<file path="src/rtl/pc_gen.sv">
// Program-counter unit for the NPC core: owns the fetch PC and picks the next fetch
// address from branches, JAL/JALR, external redirects, misaligned-target traps and halt.
module pc_gen #(
    parameter int unsigned     XLEN      = 32,
    parameter logic [XLEN-1:0] RESET_VEC = 32'h8000_0000,
    parameter logic [XLEN-1:0] TRAP_VEC  = 32'h8000_0100,
    parameter bit              C_EXT     = 1'b0
) (
    input  logic            clk,
    input  logic            rst_n,
    input  logic            ena,
    output logic [XLEN-1:0] pc,
    output logic            pc_valid,
    input  logic            pc_ready,
    input  logic            branch,
    input  logic [2:0]      br_funct3,
    input  logic            jal,
    input  logic            jalr,
    input  logic [XLEN-1:0] rs1_val,
    input  logic [XLEN-1:0] rs2_val,
    input  logic [XLEN-1:0] imm,
    input  logic            redir_valid,
    input  logic [XLEN-1:0] redir_pc,
    input  logic            halt,
    output logic [XLEN-1:0] next_pc,
    output logic            taken,
    output logic            misalign,
    output logic [XLEN-1:0] epc,
    output logic [XLEN-1:0] bad_addr,
    output logic            halted
);

    typedef enum logic [1:0] {
        ST_IDLE = 2'd0,
        ST_RUN  = 2'd1,
        ST_HALT = 2'd2
    } state_t;

    localparam logic [XLEN-1:0] SEQ_INC = XLEN'(32'd4);
    localparam logic [XLEN-1:0] LSB_CLR = ~XLEN'(32'd1);

    state_t          state_q;
    logic [XLEN-1:0] pc_q;
    logic            pc_valid_q;
    logic            halted_q;
    logic            misalign_q;
    logic [XLEN-1:0] epc_q;
    logic [XLEN-1:0] bad_addr_q;
    logic            pend_valid_q;
    logic [XLEN-1:0] pend_pc_q;

    logic            br_cond_s;
    logic [XLEN-1:0] jalr_sum_s;
    logic [XLEN-1:0] jalr_tgt_s;
    logic [XLEN-1:0] rel_tgt_s;
    logic [XLEN-1:0] seq_pc_s;
    logic [XLEN-1:0] jump_tgt_s;
    logic            taken_s;
    logic            trap_s;
    logic            trap_win_s;
    logic            advance_s;
    logic [XLEN-1:0] pc_d;

    // Branch condition evaluation; 010/011 are never taken
    always_comb begin
        br_cond_s = 1'b0;
        case (br_funct3)
            3'b000:  br_cond_s = (rs1_val == rs2_val);
            3'b001:  br_cond_s = (rs1_val != rs2_val);
            3'b100:  br_cond_s = ($signed(rs1_val) <  $signed(rs2_val));
            3'b101:  br_cond_s = ($signed(rs1_val) >= $signed(rs2_val));
            3'b110:  br_cond_s = (rs1_val <  rs2_val);
            3'b111:  br_cond_s = (rs1_val >= rs2_val);
            default: br_cond_s = 1'b0;
        endcase
    end

    // Jump/branch target computation and alignment check
    always_comb begin
        jalr_sum_s = rs1_val + imm;
        jalr_tgt_s = jalr_sum_s & LSB_CLR;
        rel_tgt_s  = pc_q + imm;
        seq_pc_s   = pc_q + SEQ_INC;
        taken_s    = jalr | jal | (branch & br_cond_s);
        if (jalr) begin
            jump_tgt_s = jalr_tgt_s;
        end else begin
            jump_tgt_s = rel_tgt_s;
        end
        // JALR targets always have bit 0 cleared, so only jal/branch can trip the 2-byte check
        if (!taken_s) begin
            trap_s = 1'b0;
        end else if (C_EXT) begin
            trap_s = ~jalr & jump_tgt_s[0];
        end else begin
            trap_s = jump_tgt_s[1];
        end
    end

    // Next-PC priority mux
    always_comb begin
        trap_win_s = 1'b0;
        if (halt) begin
            pc_d = pc_q;
        end else if (pend_valid_q) begin
            pc_d = pend_pc_q;
        end else if (redir_valid) begin
            pc_d = redir_pc;
        end else if (trap_s) begin
            pc_d       = TRAP_VEC;
            trap_win_s = 1'b1;
        end else if (taken_s) begin
            pc_d = jump_tgt_s;
        end else begin
            pc_d = seq_pc_s;
        end
    end

    assign advance_s = ena & (state_q == ST_RUN) & pc_valid_q & pc_ready;

    // Control FSM, PC register, pending redirect and trap capture
    always_ff @(posedge clk or negedge rst_n) begin
        if (!rst_n) begin
            state_q      <= ST_IDLE;
            pc_q         <= RESET_VEC;
            pc_valid_q   <= 1'b0;
            halted_q     <= 1'b0;
            misalign_q   <= 1'b0;
            epc_q        <= {XLEN{1'b0}};
            bad_addr_q   <= {XLEN{1'b0}};
            pend_valid_q <= 1'b0;
            pend_pc_q    <= {XLEN{1'b0}};
        end else if (ena) begin
            misalign_q <= 1'b0;
            case (state_q)
                ST_IDLE: begin
                    state_q    <= ST_RUN;
                    pc_valid_q <= 1'b1;
                    if (redir_valid) begin
                        pend_valid_q <= 1'b1;
                        pend_pc_q    <= redir_pc;
                    end
                end
                ST_RUN: begin
                    if (advance_s) begin
                        pc_q         <= pc_d;
                        pend_valid_q <= 1'b0;
                        if (halt) begin
                            state_q    <= ST_HALT;
                            pc_valid_q <= 1'b0;
                            halted_q   <= 1'b1;
                        end else if (trap_win_s) begin
                            epc_q      <= pc_q;
                            bad_addr_q <= jump_tgt_s;
                            misalign_q <= 1'b1;
                        end
                    end else if (redir_valid) begin
                        pend_valid_q <= 1'b1;
                        pend_pc_q    <= redir_pc;
                    end
                end
                ST_HALT: begin
                    pend_valid_q <= 1'b0;
                end
                default: begin
                    state_q    <= ST_IDLE;
                    pc_valid_q <= 1'b0;
                    halted_q   <= 1'b0;
                end
            endcase
        end else begin
            misalign_q <= 1'b0;
        end
    end

    assign pc       = pc_q;
    assign pc_valid = pc_valid_q;
    assign next_pc  = pc_d;
    assign taken    = taken_s;
    assign misalign = misalign_q;
    assign epc      = epc_q;
    assign bad_addr = bad_addr_q;
    assign halted   = halted_q;

endmodule
</file>
<file path="config.mk">
export PLATFORM = sky130hd
export DESIGN_NAME = pc_gen
export DESIGN_NICKNAME = d
export VERILOG_FILES = /design/src/rtl/pc_gen.sv
export SDC_FILE = /design/constraint.sdc
export NUM_CORES = 1
export LEC_CHECK = 0
export CAP_MARGIN = 15
export CELL_PAD_IN_SITES_DETAIL_PLACEMENT = 1
export CELL_PAD_IN_SITES_GLOBAL_PLACEMENT = 1
export CORE_ASPECT_RATIO = 1.4
export CORE_MARGIN = 2
export CORE_UTILIZATION = 38
export DETAILED_ROUTE_END_ITERATION = 10
export GPL_ROUTABILITY_DRIVEN = 0
export GPL_TIMING_DRIVEN = 0
export HOLD_SLACK_MARGIN = 0.02
export MAX_ROUTING_LAYER = met4
export PLACE_DENSITY = 0.83
export REMOVE_ABC_BUFFERS = 1
export SKIP_LAST_GASP = 1
export SYNTH_ARGS = -nofsm -noshare
export SYNTH_HDL_FRONTEND = slang
export SYNTH_SLANG_ARGS = --single-unit
</file>
<file path="constraint.sdc">
create_clock -name clk -period 5.5 [get_ports clk]
set_clock_uncertainty 0.15 [all_clocks]
set_input_delay 1.1 -clock clk [delete_from_list [all_inputs] [get_ports clk]]
set_output_delay 1.1 -clock clk [all_outputs]
set_load 0.01 [all_outputs]
</file>
==> summary.md <==
| Metric | Value |
|---|---|
| Setup violations, final | `18` |
| Failing checks | `setup timing` |
| Final #Nets | `1889` |
| Most used flip-flop cell after synthesis | `dfrtp_1` |
| Cell count of the worst reg-to-reg path | `28` |
| Clock H-tree levels | `4` |
| Startpoint kind of the worst setup timing path | `primary input` |
| Arrival @ worst endpoint | `roughly 4.4 ns` |
| Clock root cell | `clkbuf_16` |
| RSZ-0062 raised after global routing | `true` |
| Max-cap violation count | `0` |
| Dominant combinational cell family by area after synthesis | `compound AO/OA/AOI/OAI gates` |
| Worst setup timing slack at the placement stage | `-1.98 ns` |
| HPWL after detailed placement | `about 33 mm` |
| Chip width | `151 µm` |
| Final routed wirelength across all metal layers | `52.3 mm` |
| Post-synth EDFFs | `0` |
| Largest driver fanout on the critical path | `5` |
| Number of distinct standard cells referenced by the synthesized netlist | `72` |
| Number of buffers and inverters on the critical path | `7` |
| Fraction of synthesized cell area in xor and xnor cells | `0.0566` |
| Transition time of the tightest slew-check pin | `~1.1 ns` |
| Layout overhead on the synthesized area | `47.3%` |
| Type of the setup path with the least slack | `in2out` |
| Largest net degree at the start of global routing | `87` |
| Buffers on Ports | `271` |
| Most common cell type on the critical path | `buf_4` |
| Final routed wire length divided by cell count | `25.6 µm` |
| Int Pwr | `3.99 mW` |
| Number of storage elements in the synthesis netlist | `roughly 130` |
| Instance area after placement | `14500 µm²` |
| Summed area of non-filler cells in the final layout | `16900 µm²` |
| Total overflow reported by the global router | `0` |
| Die boundary height | `209 µm` |
| Number of placed instances, taps included | `roughly 1900` |
| Critical Path RT | `4.25 ns` |
| Top cell type's share of synthesized area | `0.289` |
| Crit path max-delay family | `compound AO/OA/AOI/OAI gates` |
| Final critical-path share of the clock period | `1.03` |
| Simple-gate portion of the synthesized area | `0.151` |
| Number of detailed-route iterations in the first pass | `5` |
| Top library cells by usage in the layout, fill and taps aside | `150 x clkdlybuf4s50_1, 131 x nand2_1, 131 x dfrtp_1` |
| Number of standard cells after synthesis | `1312` |
| Area enclosed by the die boundary | `31500 µm²` |
| Antenna violation net count after detailed routing | `0` |
| Clk pwr share | `0.161` |
| Top-Level Pins | `272` |
| Static power due to leakage | `between 7 and 8 nW` |
| Proportion of layout cells with a drive suffix above 1 | `0.325` |
| Layout Cells excl Fill | `2047` |
| Worst hold-check path type | `reg2reg` |
| Total number of vias | `about 13000` |
| Share of power burned in combinational logic | `0.579` |
| Top cell type by total area after synthesis | `dfrtp_1` |
| Synth Cell Area | `approximately 11000 µm²` |
| Average via count per standard cell | `6.13` |
| CTS tree | `done` |
| Outcome | `finished, violations left` |
| Clock edge transition at the registers on the reported setup and hold paths | `0.06 ns` |
| Final max-slew violation count | `0` |
| Latest clock arrival within the worst-skew pair | `0.43 ns` |
| Peak per-stage delay on the critical path | `0.31 ns` |
| Crit path cell chain | `buf_2 > ha_4 > nand4_1 > nor4_4 > buf_4 > a31oi_4 > o21ai_4 > o221ai_4 > buf_12 > buf_4 > o31a_4 > buf_6 > buf_4 > o21ai_2 > a21oi_2 > o31ai_2 > mux2_4 > buf_4` |
| Core Region | `29800 µm²` |
| Initial antenna violation count | `1` |
| Slowest cell on crit path | `o31a_4` |
| Initial drt markers | `665` |
| Syn_area_per_cell | `between 8 and 9 µm²` |
| Number of buffers created by CTS | `17` |
| Period minus WS final | `between 5 and 6 ns` |
| Number of cells on the worst hold path | `1` |
| Area share of fa/ha/maj cells after synthesis | `0.111` |
| Worst relative slew slack | `0.270` |
| Endpoint kind of the worst setup timing path | `output pin` |
| Hold violation total from the final report | `0` |
| Clock Tree Buf Depth | `2` |
| Highest ir drop seen on vdd | `288 µV` |
| Final Worst Setup Slack | `-0.172 ns` |
| Global-route wire length before repair | `79.1 mm` |
| Most area-consuming cells after synthesis | `dfrtp_1 29%, ha_1 11%, mux2_2 7.0%, o21ai_0 4.7%, nand2_1 4.5%` |
| Number of remaining DRC errors | `0` |
| Proportion of synthesized area in mux cells | `0.131` |
| Number of buffers inserted by hold repair at cts | `0` |
| Gr usage total | `0.336` |
| Clock Sinks | `133` |
| Most common cell after layout, fill and taps aside | `clkdlybuf4s50_1` |
| Switching share of power | `0.446` |
| Net switching component of the power | `~3.2 mW` |
| Initial Utilization | `0.384` |
| Depth of the critical timing path with buffers and inverters included | `18` |
| Share of synthesized flip-flops with an asynchronous set or reset | `1.00` |
| Vias in the first global route | `roughly 14000` |
| Fraction of the mapped netlist area in compound gates | `0.216` |
| Sequential cell fraction of total power | `0.259` |
| Areal power density over the cells | `about 430 nW/µm²` |
| Proportion of synthesized chip area in sequential cells | `0.291` |
| Number of placement rows | `75` |
| Yosys warnings | `0` |
| Max Clk Rate | `approximately 180 MHz` |
[layout make-up]
cell class | instances | area (µm²)
multi-input combinational | 1063 | 9000
fill | 3407 | 13000
clock buffer | 17 | 425
clock inverter | 14 | 155
timing repair inverter | 1 | 5.00
tap | 385 | 482
sequential | 133 | 3330
inverter | 62 | 241
timing repair buffer | 371 | 3220
antenna | 1 | 2.50
[path summary, 6_finish.rpt]
kind	startpoint	end	slack (ns)
worst min register to register	bad_addr[1]	bad_addr[1]	0.32
min in group asynchronous	rst_n	bad_addr[16]	0.45
worst max register to register	pc[0]	pc[10]	0.27
worst min-delay path	bad_addr[1]	bad_addr[1]	0.32
max in group asynchronous	rst_n	pend_valid_q	3.86
worst max-delay path	rs1_val[15]	next_pc[7]	-0.17
[registers in the layout (all words and copies together) (netlist names)]
| signal | count |
|---|---|
| state_q | 1 |
| epc | 32 |
| bad_addr | 32 |
| pend_pc_q | 32 |
| misalign | 1 |
| halted | 1 |
| pc_valid | 1 |
| pend_valid_q | 1 |
| pc | 32 |
[metrics by stage]
step	setup TNS [ns]	util	hold WS [ns]	total power, mW
2_1_floorplan	0	-	0.325	3.59
3_3_place_gp	-624.99	0.482	0.301	5.03
3_5_place_dp	-110.64	0.484	0.317	5.18
4_1_cts	-0.0130	0.556	0.333	6.93
5_1_grt	-3.97	0.565	0.347	7.59
6_report	-1.36	0.565	0.324	7.20
[power groups by stage]
stage                     Clock, mW  Sequential, mW  Combinational [mW]
after detailed placement          0            1.83                3.34
after global routing           1.21            1.90                4.48
after global placement            0            1.80                3.23
after floorplan                   0            1.69                1.90
final                          1.16            1.87                4.17
after CTS                      1.17            1.84                3.92
[kinds of logic (layout without fill, tap and decap cells)]
kind of cell | Yosys count | in the layout
flip-flops | 133 | 133
AND/OR/NAND/NOR | 365 | 366
other | 0 | 1
AO/OA/AOI/OAI | 393 | 398
XOR/XNOR | 74 | 74
adder cells (fa/ha/maj) | 100 | 100
buffers and inverters | 122 | 465
multiplexers | 125 | 125
[metal layers]
| metal | share of wire | GRT usage | vias up |
|---|---|---|---|
| li1 | - | - | 5517 |
| met1 | 0.36 | 0.358 | 6252 |
| met2 | 0.51 | 0.583 | 567 |
| met3 | 0.059 | 0.0493 | 209 |
| met4 | 0.073 | 0.204 | 0 |
| met5 | 0 | - | - |
[timing repair]
action / CTS / global route
buffers inserted: 80 / 21
resized for setup: 566 / 104
hold endpoints to repair: 0 / 0
gates cloned: 6 / 1
pin swaps: 99 / 55
endpoints found under the setup margin: 98 / 35
[worst reg2reg max path, delay by kind of cell (launching register included)]
kind / cells / cell delay (ns)
AO/OA/AOI/OAI: 6 / 0.98
XOR/XNOR: 1 / 0.15
adder cells (fa/ha/maj): 2 / 0.58
buffers and inverters: 16 / 2.04
flip-flops: 1 / 0.51
multiplexers: 1 / 0.48
AND/OR/NAND/NOR: 2 / 0.27
[synth_stat cells (14+ instances only)]
cell type and count:
nand2_1 137, dfrtp_1 132, o21ai_0 107, a21oi_1 101, ha_1 98, nor2_1 83
mux2_2 71, inv_1 60, clkbuf_1 43, xor2_1 42, xnor2_1 32, mux2_4 31
nand3_1 29, a31oi_1 28, a21o_1 24, mux2i_1 22, o31ai_1 22, and3_1 20
nor3_1 18, nand4_1 16, nor2b_1 15, o21a_1 14
No activity file was read; power rests on OpenSTA's default activity.
